--- src/rtl/counter_skip_pkg.sv ---
// Shared constants and types for the skip-table counter.
package counter_skip_pkg;

  localparam int N_DEF        = 5;
  localparam int K_DEF        = 4;
  localparam int RST_SKIP_DEF = 3;

  typedef enum logic {DIR_UP, DIR_DOWN} dir_e;

endpackage

--- src/rtl/counter_skip_search.sv ---
// Combinational skip search: walks up to K+1 successors of start (wrapping
// at MAX_VAL / 0) and returns the first one absent from the valid skip entries.
module counter_skip_search
  import counter_skip_pkg::*;
#(
  parameter int N       = N_DEF,
  parameter int MAX_VAL = (1 << N) - 1,
  parameter int K       = K_DEF
)(
  input  logic [N-1:0]        start,
  input  dir_e                dir,
  input  logic [K-1:0][N-1:0] skip_val,
  input  logic [K-1:0]        skip_vld,
  output logic [N-1:0]        nxt,
  output logic                wrapped,
  output logic                found
);

  localparam logic [N-1:0] MAX_C = MAX_VAL[N-1:0];
  localparam logic [N-1:0] ONE   = {{(N-1){1'b0}}, 1'b1};

  logic [N-1:0] cand;
  logic         wrap_acc;
  logic         done;
  logic         hit;

  // Unrolled candidate walk; wrap_acc remembers whether the boundary was crossed
  always_comb begin
    cand     = start;
    wrap_acc = 1'b0;
    done     = 1'b0;
    hit      = 1'b0;
    nxt      = start;
    wrapped  = 1'b0;
    found    = 1'b0;
    for (int s = 0; s < K + 1; s++) begin
      if (!done) begin
        if (dir == DIR_DOWN) begin
          if (cand == '0) begin
            cand     = MAX_C;
            wrap_acc = 1'b1;
          end else begin
            cand = cand - ONE;
          end
        end else begin
          if (cand == MAX_C) begin
            cand     = '0;
            wrap_acc = 1'b1;
          end else begin
            cand = cand + ONE;
          end
        end
        hit = 1'b0;
        for (int e = 0; e < K; e++) begin
          if (skip_vld[e] && (skip_val[e] == cand)) hit = 1'b1;
        end
        if (!hit) begin
          done    = 1'b1;
          nxt     = cand;
          wrapped = wrap_acc;
          found   = 1'b1;
        end
      end
    end
  end

endmodule

--- src/rtl/counter_skip_set.sv ---
// Up-counter that never presents a value held in a programmable skip table.
// Optional feature macro: COUNTER_SKIP_DOWN_EN adds a dir port for down-counting.
module counter_skip_set
  import counter_skip_pkg::*;
#(
  parameter int N        = N_DEF,
  parameter int MAX_VAL  = (1 << N) - 1,
  parameter int K        = K_DEF,
  parameter int RST_SKIP = RST_SKIP_DEF,
  localparam int IW      = (K > 1) ? $clog2(K) : 1
)(
  input  logic          clk,
  input  logic          rst,
  input  logic          en,
  input  logic          load,
  input  logic [N-1:0]  load_val,
  input  logic          cfg_we,
  input  logic [IW-1:0] cfg_idx,
  input  logic [N-1:0]  cfg_val,
  input  logic          cfg_vld,
`ifdef COUNTER_SKIP_DOWN_EN
  input  logic          dir,
`endif
  output logic [N-1:0]  cnt,
  output logic          tc
);

  localparam logic [N-1:0] MAX_C = MAX_VAL[N-1:0];
  localparam logic [N-1:0] RST_C = RST_SKIP[N-1:0];
  localparam logic [N-1:0] ONE   = {{(N-1){1'b0}}, 1'b1};
  localparam logic [IW:0]  K_C   = K[IW:0];

  logic [K-1:0][N-1:0] skip_val_q;
  logic [K-1:0]        skip_vld_q;
  dir_e                dir_sel;
  logic [N-1:0]        lv;
  logic [N-1:0]        ld_start;
  logic [N-1:0]        st_nxt;
  logic                st_wrap;
  logic                st_found;
  logic [N-1:0]        ld_nxt;
  logic                ld_wrap_unused;
  logic                ld_found;
  logic                idx_ok;

`ifdef COUNTER_SKIP_DOWN_EN
  assign dir_sel = dir ? DIR_DOWN : DIR_UP;
`else
  assign dir_sel = DIR_UP;
`endif

  assign idx_ok = ({1'b0, cfg_idx} < K_C);

  // Out-of-range load values collapse to 0; the load search starts one step
  // behind so that the load value itself is the first candidate tested
  always_comb begin
    lv = (load_val > MAX_C) ? '0 : load_val;
    if (dir_sel == DIR_DOWN) ld_start = (lv == MAX_C) ? '0 : lv + ONE;
    else                     ld_start = (lv == '0) ? MAX_C : lv - ONE;
  end

  counter_skip_search #(.N(N), .MAX_VAL(MAX_VAL), .K(K)) u_step (
    .start    (cnt),
    .dir      (dir_sel),
    .skip_val (skip_val_q),
    .skip_vld (skip_vld_q),
    .nxt      (st_nxt),
    .wrapped  (st_wrap),
    .found    (st_found)
  );

  counter_skip_search #(.N(N), .MAX_VAL(MAX_VAL), .K(K)) u_load (
    .start    (ld_start),
    .dir      (dir_sel),
    .skip_val (skip_val_q),
    .skip_vld (skip_vld_q),
    .nxt      (ld_nxt),
    .wrapped  (ld_wrap_unused),
    .found    (ld_found)
  );

  // Skip table: entry 0 preloaded at reset, writes land next cycle
  always_ff @(posedge clk) begin
    if (rst) begin
      skip_val_q    <= '0;
      skip_vld_q    <= '0;
      skip_val_q[0] <= RST_C;
      skip_vld_q[0] <= 1'b1;
    end else if (cfg_we && idx_ok) begin
      skip_val_q[cfg_idx] <= cfg_val;
      skip_vld_q[cfg_idx] <= cfg_vld;
    end
  end

  // Count register: load beats step; cnt holds if the search finds nothing
  always_ff @(posedge clk) begin
    if (rst) begin
      cnt <= '0;
      tc  <= 1'b0;
    end else if (load) begin
      tc <= 1'b0;
      if (ld_found) cnt <= ld_nxt;
    end else if (en && st_found) begin
      cnt <= st_nxt;
      tc  <= st_wrap;
    end else begin
      tc <= 1'b0;
    end
  end

endmodule

--- config.mk ---
export PLATFORM = sky130hd
export DESIGN_NAME = counter_skip_set
export DESIGN_NICKNAME = d
export VERILOG_FILES = /design/src/rtl/counter_skip_pkg.sv /design/src/rtl/counter_skip_search.sv /design/src/rtl/counter_skip_set.sv
export SDC_FILE = /design/constraint.sdc
export NUM_CORES = 1
export LEC_CHECK = 0
export ABC_AREA = 1
export BUFFER_PORTS_ARGS = -buffer_cell sky130_fd_sc_hd__buf_2
export CORE_ASPECT_RATIO = 1.5
export CORE_MARGIN = 1
export CORE_UTILIZATION = 61
export CTS_BUF_LIST = sky130_fd_sc_hd__clkbuf_4 sky130_fd_sc_hd__clkbuf_8
export DETAILED_ROUTE_END_ITERATION = 8
export GPL_TIMING_DRIVEN = 0
export PLACE_DENSITY_LB_ADDON = 0.08
export RECOVER_POWER = 25
export REMOVE_ABC_BUFFERS = 1
export SYNTH_ARGS = -nofsm -noshare
export SYNTH_HDL_FRONTEND = slang
export SYNTH_SLANG_ARGS = --single-unit
--- constraint.sdc ---
create_clock -name clk -period 10.9 [get_ports clk]
set_input_delay 2.18 -clock clk [delete_from_list [all_inputs] [get_ports clk]]
set_output_delay 2.18 -clock clk [all_outputs]
set_load 0.01 [all_outputs]
* Word-level counts from Yosys, hierarchy flattened
Index checks and enable logic that the tools add are counted.
** Storage, ports and cells
- Flip-flop bits (word level) :: 30
- Input port bits :: 18
- Output and inout bits :: 6
- Logic and storage cells :: 257
** Cells by class
- $add $sub $neg :: 11
- Order comparisons :: 3
- Equal/unequal tests :: 51
- Multiplexer cells :: 138
- Bitwise logic cells :: 1
- Reduce and logical (&&, ||, !) cells :: 46
** Operators by type and width (count)
- 5-bit two-way mux :: 48
- 5-bit equality test :: 40
- 1-bit two-way mux :: 86
- 5-bit by 1-bit adder with 5-bit output, second input constant :: 10
- 5-bit equality test, second input constant :: 10
- 1-bit logical AND :: 42
- 20-bit bitwise mux :: 1
- 5-bit demux with 2-bit select :: 1
- 5-bit > comparator, second input constant :: 1
- 5-bit logical NOT :: 1
- 5-bit by 1-bit subtractor with 5-bit output, second input constant :: 1
- 4-bit bitwise mux :: 1
- 2-bit by 3-bit less-than comparator with 1-bit output, second input constant :: 1
- 3-bit OR reduction :: 1
- 1-bit demux with 2-bit select :: 1
- 2-bit by 1-bit greater-or-equal comparator with 1-bit output, second input constant :: 1
- 2-bit by 1-bit inequality test with 1-bit output, second input constant :: 1
- 2-bit AND reduction :: 1
- 2-bit nonzero test :: 1
- 1-bit NOT :: 1

* Logic depth before layout (Yosys ltp)
Gate-level depths: netlist (run 1).
- Depth after elaboration :: 54
- Mapped depth :: 54
- Depth with buffers taken out :: 54

* Cells and area by module
A second synthesis (run 1) with hierarchy kept.
** Unflattened totals
- Cells, all modules :: 1750
- Area, all modules :: 9281.4 um2
** By module, submodules not included
- counter_skip_search at u_step :: instances 1, cells an instance 790, area each 4120.2 um2, sequential area each 0.0 um2
- counter_skip_search at u_load :: instances 1, cells an instance 775, area each 3857.4 um2, sequential area each 0.0 um2
- counter_skip_set :: instances 1, cells an instance 185, area each 1303.8 um2, sequential area each 600.6 um2

* Worst setup path after synthesis (run 1)
No wires, ideal clock.
- Path kind :: input to register
- From :: input port load_val[0]
- To :: register cnt[1]
- Library setup time :: 0.111 ns
- Arrival time :: 8.111 ns
- Data required time :: 10.789 ns
- Slack :: 2.677 ns
- Stages on the path :: 48
- Cell sequence :: inv_2 -> ha_1 -> nand3_1 -> nand2_1 -> nor2_2 -> nor2_1 -> ha_1 -> inv_1 -> a21oi_1 -> o21ai_0 -> a21oi_1 -> nand2_1 -> nor2_1 -> nand3_2 -> nand2_4 -> nor2_8 -> nor2_1 -> nor2_4 -> [... 12 more ...] -> nand3_1 -> nand2_1 -> ha_1 -> nand3_2 -> nor2_1 -> ha_1 -> inv_1 -> o221ai_1 -> a221oi_1 -> nand3_1 -> nor2_1 -> nand3_2 -> nand2_4 -> o21ai_2 -> nand2_2 -> nand3b_1 -> nand2_1 -> nor2_1
** Between the ends
- Cells in the longest elaborated chain, start to end :: 40
** Ends and longest elaborated chain
- from (decl) :: line counter_skip_set.sv:16 : input logic [N-1:0] load_val,
- 5-bit > comparator :: line counter_skip_set.sv:57 : lv = (load_val > MAX_C) ? '0 : load_val;
- 5-bit two-way mux * :: line counter_skip_set.sv:57
- 5-bit by 1-bit subtractor with 5-bit output or 5-bit logical NOT (tied branches) :: line counter_skip_set.sv:59 : else ld_start = (lv == '0) ? MAX_C : lv - ONE;
- 5-bit two-way mux * :: line counter_skip_set.sv:59
- 5-bit by 1-bit adder with 5-bit output or 5-bit equality test (tied branches) :: line counter_skip_search.sv:50, counter_skip_search.sv:46
- 5-bit two-way mux :: line counter_skip_search.sv:46 : if (cand == MAX_C) begin
- 5-bit equality test :: line counter_skip_search.sv:55 : if (skip_vld[e] && (skip_val[e] == cand)) hit = 1'b1;
- 1-bit logical AND :: line counter_skip_search.sv:55
- [... 21 more ...]
- 5-bit equality test :: line counter_skip_search.sv:55
- 1-bit logical AND :: line counter_skip_search.sv:55
- 1-bit two-way mux (4 in series) :: line counter_skip_search.sv:55
- 1-bit two-way mux :: line counter_skip_search.sv:37 : if (!done) begin
- 1-bit two-way mux or 5-bit two-way mux (tied branches) :: line counter_skip_search.sv:57 : if (!hit) begin
- 1-bit two-way mux or 5-bit two-way mux (tied branches) :: line counter_skip_search.sv:37
- 2-bit by 1-bit inequality test with 1-bit output (no line) or 5-bit two-way mux (tied branches)
- 2-bit AND reduction (no line) or 5-bit two-way mux (tied branches)
- to (signal assigned) :: line counter_skip_set.sv:102 : if (ld_found) cnt <= ld_nxt;
- to (signal assigned) :: line counter_skip_set.sv:104 : cnt <= st_nxt;
- to (decl) :: line counter_skip_set.sv:24 : output logic [N-1:0] cnt,
Mark *: on every way between the ends. The rest lies on a longest branch, timed or not. The select of a mux whose other input is x is not followed.
A chain may end at the register's enable or synchronous reset.

* Final worst setup path (run 1)
- From :: input port load_val[0]
- To :: register cnt[0]
The elaborated chain is that of the path after synthesis.

==> results of run 1 <==
==> critical path: cells and delay by family <==
kind / cells / cell delay, ps
fa+ha+maj: 8 / 1690
compound gates: 3 / 730
buf+inv: 7 / 1590
simple gates: 34 / 4080
==> flip-flops by register name (all words and copies together) (netlist names) <==
register / count
skip_vld_q: 4
skip_val_q: 20
cnt: 5
tc: 1
==> through the flow <==
step	setup slack, ps	total power [mW]	instances	hold slack, ps
5_1_grt	159	0.837	1191	720
2_1_floorplan	2350	0.510	1043	559
6_report	779	0.780	1191	661
3_3_place_gp	658	0.618	1183	667
4_1_cts	903	0.769	1191	672
3_5_place_dp	607	0.624	1183	662
==> area by class of cell <==
| type | instances | area share [%] |
|---|---|---|
| multi-input combinational | 905 | 78.5 |
| inverter | 108 | 6.20 |
| clock buffer | 6 | 1.26 |
| tap | 117 | 2.24 |
| sequential | 30 | 9.19 |
| clock inverter | 2 | 0.919 |
| timing repair buffer | 23 | 1.72 |
==> how the worst max path moves through the flow <==
stage | slack, ps | to | start
2_1_floorplan | 2350 | cnt[1] | load_val[0]
3_3_place_gp | 660 | cnt[0] | load_val[0]
3_5_place_dp | 610 | cnt[3] | load_val[0]
4_1_cts | 900 | cnt[3] | load_val[0]
5_1_grt | 160 | cnt[3] | load_val[0]
6_report | 780 | cnt[0] | load_val[0]
==> cell usage after synthesis, drive strengths merged <==
| cell type | n |
|---|---|
| o21ai | 86 |
| o22ai | 18 |
| dfxtp | 30 |
| nand3b | 4 |
| o2111ai | 7 |
| nand2 | 320 |
| clkbuf | 24 |
| xor2 | 29 |
| nor4 | 3 |
| o21a | 1 |
| a221oi | 11 |
| fa | 1 |
| a22oi | 1 |
| ha | 22 |
| o21bai | 1 |
| buf | 21 |
| clkinv | 10 |
| xnor2 | 2 |
| a21oi | 73 |
| nand4 | 25 |
| a211oi | 7 |
| nand2b | 1 |
| o211ai | 11 |
| nand3 | 142 |
| nor2 | 116 |
| inv | 98 |
| a211o | 2 |
| nor3 | 12 |
| o221ai | 10 |
==> power breakdown <==
group          internal, mW  leakage (nW)  switching (mW)  total, mW
Sequential            0.116         0.246          0.0235      0.140
Combinational         0.158          2.66           0.337      0.495
Clock                0.0976        0.0714          0.0480      0.146
Total                 0.372          2.98           0.408      0.780
==> metal layers <==
metal	wire [um]	vias to the layer above	GRT usage, %
li1	-	3677	-
met1	7920	3409	46.8
met2	10800	423	71.9
met3	2010	136	6.12
met4	1750	0	29.0
met5	0	-	0
==> cell families after synthesis <==
| logic type | count (synthesis) | share of synthesized area (%) |
|---|---|---|
| and+or+nand+nor | 623 | 49.7 |
| AOI/OAI and AO/OA | 228 | 21.9 |
| buffers and inverters | 153 | 9.76 |
| xor gates and xnor gates | 31 | 4.57 |
| DFF | 30 | 9.46 |
| adders and majority gates | 23 | 4.65 |
==> report_table.html, run 1 <==
<table>
<tr><th>Metric</th><th>Value</th></tr>
<tr><th colspan="2">Finish</th></tr>
<tr><td>Sequential Area</td><td>approximately 600 um2</td></tr>
<tr><td>Layout overhead on the synthesized area</td><td>2.96%</td></tr>
<tr><td>Share of cells above drive strength 1</td><td>~15%</td></tr>
<tr><td>Area of combinational cells with multiple inputs</td><td>5130 um2</td></tr>
<tr><td># nets final</td><td>1114</td></tr>
<tr><td>Most common library cell in the layout ignoring fill and taps</td><td>nand2_1</td></tr>
<tr><td>Fin util</td><td>roughly 64%</td></tr>
<tr><td>Post-route design area</td><td>about 6500 um2</td></tr>
<tr><td>Layout filler cell count</td><td>1015</td></tr>
<tr><td>Most frequent cells in the layout</td><td>275 x nand2_1, 114 x nand3_1, 92 x nor2_1, 78 x inv_1, 72 x a21oi_1</td></tr>
<tr><td>Antenna fix cells</td><td>0</td></tr>
<tr><th colspan="2">Clocking</th></tr>
<tr><td>Clock tree from TritonCTS</td><td>yes</td></tr>
<tr><td>Max H-tree Level</td><td>2</td></tr>
<tr><td>Clock tree root buffer cell</td><td>clkbuf_8</td></tr>
<tr><td>Inserted Clock Buffers</td><td>5</td></tr>
<tr><td>Post-CTS setup-driven buffer insertion count</td><td>0</td></tr>
<tr><td>Worst skew pair latency</td><td>about 300 ps</td></tr>
<tr><td>Clk pin slew, worst setup/hold paths</td><td>~70 ps</td></tr>
<tr><td>CTS sink cnt</td><td>30</td></tr>
<tr><td>Maximum buffer depth of the clock tree</td><td>2</td></tr>
<tr><td>Hold-fix buffers, CTS</td><td>0</td></tr>
<tr><td>Post-CTS sizing</td><td>0</td></tr>
<tr><th colspan="2">Timing</th></tr>
<tr><td>Period minus WS final</td><td>roughly 10000 ps</td></tr>
<tr><td>Unrepaired setup endpoints after global routing</td><td>false</td></tr>
<tr><td>Remaining max-slew budget at the tightest pin</td><td>45.7%</td></tr>
<tr><td>Total setup violations reported at the end of the flow</td><td>0</td></tr>
<tr><td>Max Fclk</td><td>98.8 MHz</td></tr>
<tr><td>Worst clock skew</td><td>roughly 6.2 ps</td></tr>
<tr><td>Number of max-slew violations in the final report</td><td>0</td></tr>
<tr><td>Post-Route Setup TNS</td><td>0 ps</td></tr>
<tr><td>Transition at the pin with the smallest max-transition slack</td><td>a little over 800 ps</td></tr>
<tr><td>Portion of the clock cycle consumed by the worst path in the final layout</td><td>a little over 90%</td></tr>
<tr><td>Hold Fails Final Rpt</td><td>0</td></tr>
<tr><th colspan="2">Global routing</th></tr>
<tr><td>Initial antenna violation count</td><td>0</td></tr>
<tr><td>Wire length of the first global-routing pass</td><td>35.2 mm</td></tr>
<tr><td>GRT Overall Usage</td><td>41.7%</td></tr>
<tr><td>Number of global-route vias before repair</td><td>7040</td></tr>
<tr><td>Pin count of the biggest net entering global routing</td><td>30</td></tr>
<tr><td>Grt total ovfl</td><td>0</td></tr>
<tr><th colspan="2">Status</th></tr>
<tr><td>Run status</td><td>finished clean</td></tr>
<tr><th colspan="2">Setup path</th></tr>
<tr><td>Worst setup path class</td><td>in2reg</td></tr>
<tr><td>Critical Path RT</td><td>~11000 ps</td></tr>
<tr><td>Slowest library cell on the worst path</td><td>o21ai_1</td></tr>
<tr><td>Critical Path Max Stage Delay</td><td>between 400 and 500 ps</td></tr>
<tr><td>Kind of end point of the critical path</td><td>register</td></tr>
<tr><td>Endpoint of the worst register-to-register path</td><td>cnt[0]</td></tr>
<tr><td>Reg2Reg Setup Slack</td><td>3100 ps</td></tr>
<tr><td>Critical path startpoint category</td><td>primary input</td></tr>
<tr><td>Arrival time at the worst endpoint</td><td>~10000 ps</td></tr>
<tr><td>Logic depth of the worst register-to-register path</td><td>49</td></tr>
<tr><td>Worst path most repeated cell</td><td>nor2_1</td></tr>
<tr><td>Launch instance of the worst register-to-register path</td><td>cnt[0]</td></tr>
<tr><td>Largest fanout on the critical path</td><td>12</td></tr>
<tr><th colspan="2">Place</th></tr>
<tr><td>Count of port buffers added during placement</td><td>23</td></tr>
<tr><td>HPWL after detailed placement</td><td>approximately 17 mm</td></tr>
<tr><td>Area after detailed placement</td><td>roughly 6400 um2</td></tr>
<tr><td>GPL Wtd Cong</td><td>approximately 1</td></tr>
<tr><th colspan="2">Die</th></tr>
<tr><td>Width of the die</td><td>85.3 um</td></tr>
<tr><td>Initial cell density of the core</td><td>a little over three fifths</td></tr>
<tr><td>Die Y</td><td>about 130 um</td></tr>
<tr><td>Number of rows created at floorplan</td><td>45</td></tr>
<tr><td>Core footprint</td><td>~10000 um2</td></tr>
<tr><td>Ports placed on the boundary</td><td>24</td></tr>
<tr><td>Die area</td><td>10800 um2</td></tr>
<tr><th colspan="2">Synth</th></tr>
<tr><td>Cell types with the largest area share after synthesis</td><td>nand2_1 16%, dfxtp_1 9.5%, nand3_1 9.0%</td></tr>
<tr><td>Number of cells produced by synthesis</td><td>1088</td></tr>
<tr><td>Yosys warnings</td><td>0</td></tr>
<tr><td>Post-synthesis sequential element count</td><td>30</td></tr>
<tr><td>Mapped Area</td><td>between 6000 and 7000 um2</td></tr>
<tr><td>Proportion of netlist area held by the largest area contributor</td><td>about 16%</td></tr>
<tr><td>Mean instance size in the synthesized netlist</td><td>5.84 um2</td></tr>
<tr><td>Post-synthesis cell type with the largest combined area</td><td>nand2_1</td></tr>
<tr><td>Sequential fraction of the synthesis area</td><td>roughly a tenth</td></tr>
<tr><td>Synth cell types</td><td>about 50</td></tr>
<tr><th colspan="2">Worst hold path</th></tr>
<tr><td>Class of the worst hold path</td><td>reg2reg</td></tr>
<tr><td>Hold Crit Depth</td><td>4</td></tr>
<tr><td>Origin of the worst min-delay path</td><td>cnt[3]</td></tr>
<tr><td>End point of the worst hold path</td><td>cnt[3]</td></tr>
<tr><th colspan="2">Detailed routing</th></tr>
<tr><td>Total DRC errors in the routed layout</td><td>0</td></tr>
<tr><td>Pre-Repair DR Iteration Count</td><td>8</td></tr>
<tr><td>Average detailed-routed wire length per instance</td><td>~19 um</td></tr>
<tr><td>Antenna-violating nets left</td><td>0</td></tr>
<tr><td>Routed wire length</td><td>approximately 22 mm</td></tr>
<tr><td>Via count normalized by instance count</td><td>approximately 6.4</td></tr>
<tr><td>Routed vias</td><td>roughly 7600</td></tr>
<tr><td>First-iteration detailed-routing DRC count</td><td>around 870</td></tr>
<tr><th colspan="2">Power and ir drop</th></tr>
<tr><td>VDD IR max</td><td>roughly 0.063 mV</td></tr>
<tr><td>Leakage component of the power</td><td>~3.0 nW</td></tr>
<tr><td>Cell Pwr Density</td><td>between 100 and 150 nW/um2</td></tr>
<tr><th colspan="2">Job</th></tr>
<tr><td>Max-capacitance violation count</td><td>0</td></tr>
</table>
Note: power is estimated with default switching activity, not from simulation.
==> inputs of run 2 (changes only) <==
--- a/config.mk
+++ b/config.mk
@@ -10,7 +10,7 @@
 export CORE_ASPECT_RATIO = 1.5
 export CORE_MARGIN = 1
 export CORE_UTILIZATION = 61
-export CTS_BUF_LIST = sky130_fd_sc_hd__clkbuf_4 sky130_fd_sc_hd__clkbuf_8
+export CTS_BUF_LIST = sky130_fd_sc_hd__clkbuf_16
 export DETAILED_ROUTE_END_ITERATION = 8
 export GPL_TIMING_DRIVEN = 0
 export PLACE_DENSITY_LB_ADDON = 0.08
==> run 2 against run 1 <==
Via count up 0.21%. Routed wire length up 0.61%. Non-clock buffer count unchanged. Register-to-register slack worse by 20 ps. Clock power up 25%. Sequential share of layout area down 0.065 points. Cell count unchanged. Sequential cell count unchanged. Worst setup slack worse by 35 ps. Combinational power about the same. Final area up 0.71%. Largest power group unchanged.
==> report_table.html, run 2 (synthesized netlist as in run 1, its figures left out) <==
<table>
<tr><th>Metric</th><th>Value</th></tr>
<tr><th colspan="2">Detailed routing</th></tr>
<tr><td>Antenna-violating nets left</td><td>0 (unchanged)</td></tr>
<tr><td>Total DRC errors in the routed layout</td><td>0 (unchanged)</td></tr>
<tr><td>First-iteration detailed-routing DRC count</td><td>889 (+2.4%)</td></tr>
<tr><td>Pre-Repair DR Iteration Count</td><td>6 (-2)</td></tr>
<tr><td>Routed wire length</td><td>22.6 mm (+0.61%)</td></tr>
<tr><td>Routed vias</td><td>7661 (+0.21%)</td></tr>
<tr><td>Average detailed-routed wire length per instance</td><td>19.0 um (+0.61%)</td></tr>
<tr><td>Via count normalized by instance count</td><td>6.43 (+0.21%)</td></tr>
<tr><th colspan="2">Die</th></tr>
<tr><td>Die Y</td><td>127 um (unchanged)</td></tr>
<tr><td>Core footprint</td><td>10100 um2 (unchanged)</td></tr>
<tr><td>Die area</td><td>10800 um2 (unchanged)</td></tr>
<tr><td>Initial cell density of the core</td><td>62.6% (unchanged)</td></tr>
<tr><td>Ports placed on the boundary</td><td>24 (unchanged)</td></tr>
<tr><td>Width of the die</td><td>85.3 um (unchanged)</td></tr>
<tr><td>Number of rows created at floorplan</td><td>45 (unchanged)</td></tr>
<tr><th colspan="2">Clocking</th></tr>
<tr><td>Hold-fix buffers, CTS</td><td>0 (unchanged)</td></tr>
<tr><td>Post-CTS sizing</td><td>0 (unchanged)</td></tr>
<tr><td>Post-CTS setup-driven buffer insertion count</td><td>0 (unchanged)</td></tr>
<tr><td>Worst skew pair latency</td><td>280 ps (-20 ps)</td></tr>
<tr><td>Maximum buffer depth of the clock tree</td><td>2 (unchanged)</td></tr>
<tr><td>CTS sink cnt</td><td>30 (unchanged)</td></tr>
<tr><td>Clk pin slew, worst setup/hold paths</td><td>50 ps (-20 ps)</td></tr>
<tr><td>Clock tree root buffer cell</td><td>clkbuf_16</td></tr>
<tr><td>Max H-tree Level</td><td>2 (unchanged)</td></tr>
<tr><td>Inserted Clock Buffers</td><td>5 (unchanged)</td></tr>
<tr><td>Clock tree from TritonCTS</td><td>yes</td></tr>
<tr><th colspan="2">Finish</th></tr>
<tr><td>Fin util</td><td>65.0% (+0.46 points)</td></tr>
<tr><td>Flip-flop count of the largest register, all copies and words added</td><td>20 (unchanged)</td></tr>
<tr><td>Layout overhead on the synthesized area</td><td>3.69%</td></tr>
<tr><td>Antenna fix cells</td><td>0 (unchanged)</td></tr>
<tr><td>Post-route design area</td><td>6580 um2 (+0.71%)</td></tr>
<tr><td>Most common library cell in the layout ignoring fill and taps</td><td>nand2_1</td></tr>
<tr><td># nets final</td><td>1114 (unchanged)</td></tr>
<tr><td>Most frequent cells in the layout</td><td>275 x nand2_1, 114 x nand3_1, 92 x nor2_1, 78 x inv_1, 72 x a21oi_1</td></tr>
<tr><td>Most flops, register</td><td>skip_val_q</td></tr>
<tr><td>Largest regs</td><td>skip_val_q: 20 flops, cnt: 5 flops, skip_vld_q: 4 flops</td></tr>
<tr><td>Share of cells above drive strength 1</td><td>15.3% (-0.093 points)</td></tr>
<tr><td>Final Non-Filler Cells</td><td>1191 (unchanged)</td></tr>
<tr><th colspan="2">Setup path</th></tr>
<tr><td>Critical Path Max Stage Delay</td><td>410 ps (about the same)</td></tr>
<tr><td>Worst setup path class</td><td>in2reg</td></tr>
<tr><td>Arrival time at the worst endpoint</td><td>10320 ps (+20 ps)</td></tr>
<tr><td>Kind of end point of the critical path</td><td>register</td></tr>
<tr><td>Slowest library cell on the worst path</td><td>o21ai_1</td></tr>
<tr><td>Critical path startpoint category</td><td>primary input</td></tr>
<tr><td>Largest fanout on the critical path</td><td>12 (unchanged)</td></tr>
<tr><td>Worst path most repeated cell</td><td>nor2_1</td></tr>
<tr><td>Critical Path RT</td><td>11060 ps (-20 ps)</td></tr>
<tr><th colspan="2">Timing</th></tr>
<tr><td>Number of max-slew violations in the final report</td><td>0 (unchanged)</td></tr>
<tr><td>Remaining max-slew budget at the tightest pin</td><td>44.5% (-1.1 points)</td></tr>
<tr><td>Worst clock skew</td><td>5.82 ps (-0.356 ps)</td></tr>
<tr><td>Hold Fails Final Rpt</td><td>0 (unchanged)</td></tr>
<tr><td>Post-Route Setup TNS</td><td>0 ps (unchanged)</td></tr>
<tr><td>Unrepaired setup endpoints after global routing</td><td>false</td></tr>
<tr><td>Max Fclk</td><td>98.5 MHz (-0.34%)</td></tr>
<tr><td>Total setup violations reported at the end of the flow</td><td>0 (unchanged)</td></tr>
<tr><td>Period minus WS final</td><td>10160 ps (+34.7 ps)</td></tr>
<tr><td>Portion of the clock cycle consumed by the worst path in the final layout</td><td>93.2% (+0.32 points)</td></tr>
<tr><td>Transition at the pin with the smallest max-transition slack</td><td>825 ps (+11.5 ps)</td></tr>
<tr><th colspan="2">Global routing</th></tr>
<tr><td>Initial antenna violation count</td><td>0 (unchanged)</td></tr>
<tr><td>Pin count of the biggest net entering global routing</td><td>30 (unchanged)</td></tr>
<tr><td>Grt total ovfl</td><td>0 (unchanged)</td></tr>
<tr><td>Number of global-route vias before repair</td><td>7018 (-0.31%)</td></tr>
<tr><td>Wire length of the first global-routing pass</td><td>35.3 mm (+0.26%)</td></tr>
<tr><td>GRT Overall Usage</td><td>41.9% (+0.17 points)</td></tr>
<tr><th colspan="2">Job</th></tr>
<tr><td>Max-capacitance violation count</td><td>0 (unchanged)</td></tr>
<tr><th colspan="2">Status</th></tr>
<tr><td>Run status</td><td>finished clean</td></tr>
<tr><th colspan="2">Power and ir drop</th></tr>
<tr><td>Switching share of total power</td><td>50.6% (-1.8 points)</td></tr>
<tr><td>Leakage component of the power</td><td>3.00 nW (+0.64%)</td></tr>
<tr><td>Net switching power</td><td>414 uW (+1.4%)</td></tr>
<tr><td>Share of total power in sequential cells</td><td>17.1% (-0.8 points)</td></tr>
<tr><td>Cell Pwr Density</td><td>124 nW/um2 (+4.2%)</td></tr>
<tr><td>Combinational Power Share</td><td>60.5% (-2.9 points)</td></tr>
<tr><td>Pint</td><td>404 uW (+8.8%)</td></tr>
<tr><td>VDD IR max</td><td>0.0853 mV (+35%)</td></tr>
<tr><td>Clock share of power</td><td>22.4% (+3.7 points)</td></tr>
<tr><th colspan="2">Place</th></tr>
<tr><td>GPL Wtd Cong</td><td>1.01 (unchanged)</td></tr>
<tr><td>Area after detailed placement</td><td>6400 um2 (unchanged)</td></tr>
<tr><td>Cell total after placement</td><td>1183 (unchanged)</td></tr>
<tr><td>Count of port buffers added during placement</td><td>23 (unchanged)</td></tr>
<tr><td>HPWL after detailed placement</td><td>16.5 mm (unchanged)</td></tr>
<tr><th colspan="2">Worst hold path</th></tr>
<tr><td>Class of the worst hold path</td><td>reg2reg</td></tr>
</table>
[run 2: changes by cell type in the layout (fill, tap and decap cells not counted), sizes merged]
cell,previous run,this run
clkbuf,8,7
clkinv,10,11
[run 2: final cells by class]
cell class              count  area, um2
clock buffers               5        125
inverters                 108        405
flip-flops and latches     30        601
well taps                 117        146
clock inverters             3       63.8
multi-input cells         905       5130
repair buffers             23        113
fillers                  1008       3550
[run 2: metal layers]
metal | up-vias | GRT usage, % | part of all wire [%]
met5 | - | 0 | 0
met4 | 0 | 27.6 | 7.4
met3 | 129 | 5.79 | 8.2
met2 | 423 | 72.8 | 49
met1 | 3440 | 47.3 | 36
li1 | 3669 | - | -
[run 2: through the flow]
| stage | worst slack, ps | power, mW | hold slack (ps) |
|---|---|---|---|
| 2_1_floorplan | 2350 | 0.510 | 559 |
| 3_3_place_gp | 658 | 0.618 | 667 |
| 3_5_place_dp | 607 | 0.624 | 662 |
| 4_1_cts | 885 | 0.805 | 669 |
| 5_1_grt | 143 | 0.875 | 718 |
| 6_report | 744 | 0.818 | 665 |
[run 2: worst paths after layout]
kind,start,endpoint,slack [ps],cells after the start
worst max-delay path,load_val[0],cnt[3],740,52
worst min register to register,cnt[3],cnt[3],660,4
worst max register to register,cnt[0],cnt[3],3080,49
worst min-delay path,cnt[3],cnt[3],660,4
[run 2: worst max-delay path: cells and delay by family]
family	cells	cell delay [ps]
buffers and inverters	7	1610
adder cells (fa/ha/maj)	8	1690
AND/OR/NAND/NOR	34	4100
AO/OA/AOI/OAI	3	720
[run 2: power groups by stage]
| stage | logic (mW) | clock network, mW | registers (mW) |
|---|---|---|---|
| after global routing | 0.548 | 0.187 | 0.139 |
| after global placement | 0.478 | 0 | 0.140 |
| final | 0.495 | 0.183 | 0.140 |
| after detailed placement | 0.484 | 0 | 0.140 |
| after CTS | 0.486 | 0.181 | 0.138 |
| after floorplan | 0.380 | 0 | 0.131 |
==> inputs of run 3 (changes only) <==
--- a/config.mk
+++ b/config.mk
@@ -7,9 +7,11 @@
 export LEC_CHECK = 0
 export ABC_AREA = 1
 export BUFFER_PORTS_ARGS = -buffer_cell sky130_fd_sc_hd__buf_2
+export CELL_PAD_IN_SITES_DETAIL_PLACEMENT = 1
+export CELL_PAD_IN_SITES_GLOBAL_PLACEMENT = 1
 export CORE_ASPECT_RATIO = 1.5
 export CORE_MARGIN = 1
-export CORE_UTILIZATION = 61
+export CORE_UTILIZATION = 45
 export CTS_BUF_LIST = sky130_fd_sc_hd__clkbuf_16
 export DETAILED_ROUTE_END_ITERATION = 8
 export GPL_TIMING_DRIVEN = 0
==> run 3 against run 2 <==
Die area rose by 35%. Sequential cell count is the same. Critical path type unchanged. Sequential power about the same. Critical path depth shrank 1. Clock power is essentially flat. Count of clock-buffer cells in the layout is the same. Via count grew 1.7%. Routed wire length up 18%.
==> report_table.html, run 3 (synthesized netlist as in run 1, its figures left out) <==
<table>
<tr><th>Metric</th><th>Value</th></tr>
<tr><th colspan="2">Setup path</th></tr>
<tr><td>Launch instance of the worst register-to-register path</td><td>cnt[0]</td></tr>
<tr><td>Worst path most repeated cell</td><td>nor2_1</td></tr>
<tr><td>Critical path startpoint category</td><td>primary input</td></tr>
<tr><td>Arrival time at the worst endpoint</td><td>10390 ps (+70 ps)</td></tr>
<tr><td>Worst setup path class</td><td>in2reg</td></tr>
<tr><td>Critical Path RT</td><td>11070 ps (about the same)</td></tr>
<tr><td>Buffers &amp; Inverters on Critical Path</td><td>7 (unchanged)</td></tr>
<tr><td>Kind of end point of the critical path</td><td>register</td></tr>
<tr><td>Largest fanout on the critical path</td><td>12 (unchanged)</td></tr>
<tr><td>Slowest library cell on the worst path</td><td>inv_1</td></tr>
<tr><td>Critical Path Max Stage Delay</td><td>350 ps (-60 ps)</td></tr>
<tr><td>Setup crit start</td><td>load_val[0]</td></tr>
<tr><td>Kind of cell with the highest combined delay on the critical path</td><td>simple AND/OR/NAND/NOR gates</td></tr>
<tr><th colspan="2">Clocking</th></tr>
<tr><td>Maximum buffer depth of the clock tree</td><td>2 (unchanged)</td></tr>
<tr><td>Clk pin slew, worst setup/hold paths</td><td>50 ps (about the same)</td></tr>
<tr><td>CTS sink cnt</td><td>30 (unchanged)</td></tr>
<tr><td>Post-CTS setup-driven buffer insertion count</td><td>0 (unchanged)</td></tr>
<tr><td>Worst skew pair latency</td><td>290 ps (about the same)</td></tr>
<tr><td>Clock tree from TritonCTS</td><td>yes</td></tr>
<tr><td>Max H-tree Level</td><td>2 (unchanged)</td></tr>
<tr><td>Inserted Clock Buffers</td><td>5 (unchanged)</td></tr>
<tr><td>Clock tree root buffer cell</td><td>clkbuf_16</td></tr>
<tr><th colspan="2">Finish</th></tr>
<tr><td># nets final</td><td>1114 (unchanged)</td></tr>
<tr><td>Most common library cell in the layout ignoring fill and taps</td><td>nand2_1</td></tr>
<tr><td>Share of cells above drive strength 1</td><td>15.2% (-0.093 points)</td></tr>
<tr><td>Most frequent cells in the layout</td><td>274 x nand2_1, 114 x nand3_1, 92 x nor2_1, 77 x inv_1, 72 x a21oi_1</td></tr>
<tr><td>Layout filler cell count</td><td>1989 (+97%)</td></tr>
<tr><td>Post-route design area</td><td>6650 um2 (+1.0%)</td></tr>
<tr><td>Layout overhead on the synthesized area</td><td>4.73%</td></tr>
<tr><td>Most flops, register</td><td>skip_val_q</td></tr>
<tr><td>Antenna fix cells</td><td>0 (unchanged)</td></tr>
<tr><td>Largest regs</td><td>skip_val_q: 20 flops, cnt: 5 flops, skip_vld_q: 4 flops</td></tr>
<tr><td>Flip-flop count of the largest register, all copies and words added</td><td>20 (unchanged)</td></tr>
<tr><th colspan="2">Place</th></tr>
<tr><td>GPL Wtd Cong</td><td>0.927 (-8.1%)</td></tr>
<tr><td>Area after detailed placement</td><td>6450 um2 (+0.88%)</td></tr>
<tr><td>HPWL after detailed placement</td><td>19.8 mm (+20%)</td></tr>
<tr><td>Count of port buffers added during placement</td><td>23 (unchanged)</td></tr>
<tr><th colspan="2">Die</th></tr>
<tr><td>Initial cell density of the core</td><td>46.5% (-16 points)</td></tr>
<tr><td>Width of the die</td><td>99.0 um (+16%)</td></tr>
<tr><td>Core footprint</td><td>13700 um2 (+35%)</td></tr>
<tr><td>Number of rows created at floorplan</td><td>52 (+16%)</td></tr>
<tr><td>Ports placed on the boundary</td><td>24 (unchanged)</td></tr>
<tr><td>Die area</td><td>14600 um2 (+35%)</td></tr>
<tr><td>Die Y</td><td>147 um (+16%)</td></tr>
<tr><th colspan="2">Timing</th></tr>
<tr><td>Total setup violations reported at the end of the flow</td><td>0 (unchanged)</td></tr>
<tr><td>Portion of the clock cycle consumed by the worst path in the final layout</td><td>93.7% (+0.56 points)</td></tr>
<tr><td>Unrepaired setup endpoints after global routing</td><td>false</td></tr>
<tr><td>WHS</td><td>686 ps (+21.3 ps)</td></tr>
<tr><td>Max Fclk</td><td>97.9 MHz (-0.59%)</td></tr>
<tr><td>Remaining max-slew budget at the tightest pin</td><td>37.5% (-7.1 points)</td></tr>
<tr><td>Post-Route Setup TNS</td><td>0 ps (unchanged)</td></tr>
<tr><td>Number of max-slew violations in the final report</td><td>0 (unchanged)</td></tr>
<tr><td>Transition at the pin with the smallest max-transition slack</td><td>931 ps (+105 ps)</td></tr>
<tr><td>Period minus WS final</td><td>10220 ps (+60.5 ps)</td></tr>
<tr><td>Hold Fails Final Rpt</td><td>0 (unchanged)</td></tr>
<tr><td>Worst clock skew</td><td>6.50 ps (+0.676 ps)</td></tr>
<tr><th colspan="2">Worst hold path</th></tr>
<tr><td>Class of the worst hold path</td><td>reg2reg</td></tr>
<tr><td>Origin of the worst min-delay path</td><td>cnt[3]</td></tr>
<tr><th colspan="2">Power and ir drop</th></tr>
<tr><td>Leakage component of the power</td><td>2.99 nW (-0.31%)</td></tr>
<tr><td>VDD IR max</td><td>0.0664 mV (-22%)</td></tr>
<tr><td>Cell Pwr Density</td><td>126 nW/um2 (+1.2%)</td></tr>
<tr><th colspan="2">Detailed routing</th></tr>
<tr><td>First-iteration detailed-routing DRC count</td><td>508 (-43%)</td></tr>
<tr><td>Average detailed-routed wire length per instance</td><td>21.5 um (+13%)</td></tr>
<tr><td>Routed wire length</td><td>26.6 mm (+18%)</td></tr>
<tr><td>Pre-Repair DR Iteration Count</td><td>5 (-1)</td></tr>
<tr><td>Routed vias</td><td>7790 (+1.7%)</td></tr>
<tr><td>Antenna-violating nets left</td><td>0 (unchanged)</td></tr>
<tr><td>Total DRC errors in the routed layout</td><td>0 (unchanged)</td></tr>
<tr><td>Via count normalized by instance count</td><td>6.30 (-2.0%)</td></tr>
<tr><th colspan="2">Global routing</th></tr>
<tr><td>Pin count of the biggest net entering global routing</td><td>30 (unchanged)</td></tr>
<tr><td>Grt total ovfl</td><td>0 (unchanged)</td></tr>
<tr><td>GRT Overall Usage</td><td>36.6% (-5.3 points)</td></tr>
<tr><td>Number of global-route vias before repair</td><td>7578 (+8.0%)</td></tr>
<tr><td>Initial antenna violation count</td><td>0 (unchanged)</td></tr>
<tr><td>Wire length of the first global-routing pass</td><td>40.6 mm (+15%)</td></tr>
<tr><th colspan="2">Status</th></tr>
<tr><td>Run status</td><td>finished clean</td></tr>
<tr><th colspan="2">Job</th></tr>
<tr><td>Max-capacitance violation count</td><td>0 (unchanged)</td></tr>
</table>
==> run 3: cell types whose count changed in the layout (fill, tap and decap cells not counted) <==
cell	change
buf_2	-3
clkbuf_1	+3
clkinvlp_4	+1
inv_1	-1
nand2_1	-1
nand2_2	+1
o21ai_2	-1
o21ai_4	+1
==> run 3: repair_timing <==
item,4_1_cts,5_1_grt
gates resized for setup,0,3
hold endpoints to repair,0,0
endpoints found under the setup margin,0,5
hold buffers,0,0
==> run 3: cell type report <==
class                   count  area [um2]  area share (%)
clock buffers               5         125            1.88
well taps                 162         203            3.05
repair buffers             23         109            1.64
clock inverters             3        63.8           0.960
multi-input cells         905        5140            77.3
inverters                 108         409            6.15
flip-flops and latches     30         601            9.03
==> run 3: through the flow <==
stage	cells	power (mW)	setup WS [ps]	utilization (%)
floorplan	1043	0.510	2350	-
global placement	1228	0.633	514	47.2
detailed placement	1228	0.645	398	47.2
CTS	1236	0.830	674	48.6
global route	1236	0.891	12.6	48.7
finish	1236	0.837	684	48.7
==> run 3: tightest hold or removal path: stages (launching register included) <==
cell	delay (ps)
dfxtp_1	340
inv_1	120
nand3_1	80
nand2_1	60
nor2_1	40
==> run 3: worst paths after layout <==
check,slack (ps),end,cells past startpoint
setup / recovery,680,cnt[3],51
hold / removal,690,cnt[3],4
setup reg to reg,3050,cnt[3],47
hold reg to reg,690,cnt[3],4
==> run 3: per-layer routing <==
layer  up-vias  routed length [um]  global-route usage [%]
li1       3672                   -                       -
met4         0                2370                    29.6
met3       128                1110                    2.84
met5         -                   0                       0
met1      3710               10100                    40.0
met2       280               13000                    64.4
==> run 3: where the power goes <==
group	switching, mW	total (mW)	internal [mW]	leakage, nW
registers	0.0249	0.141	0.117	0.246
clock network	0.0537	0.184	0.130	0.0915
logic	0.354	0.512	0.158	2.65
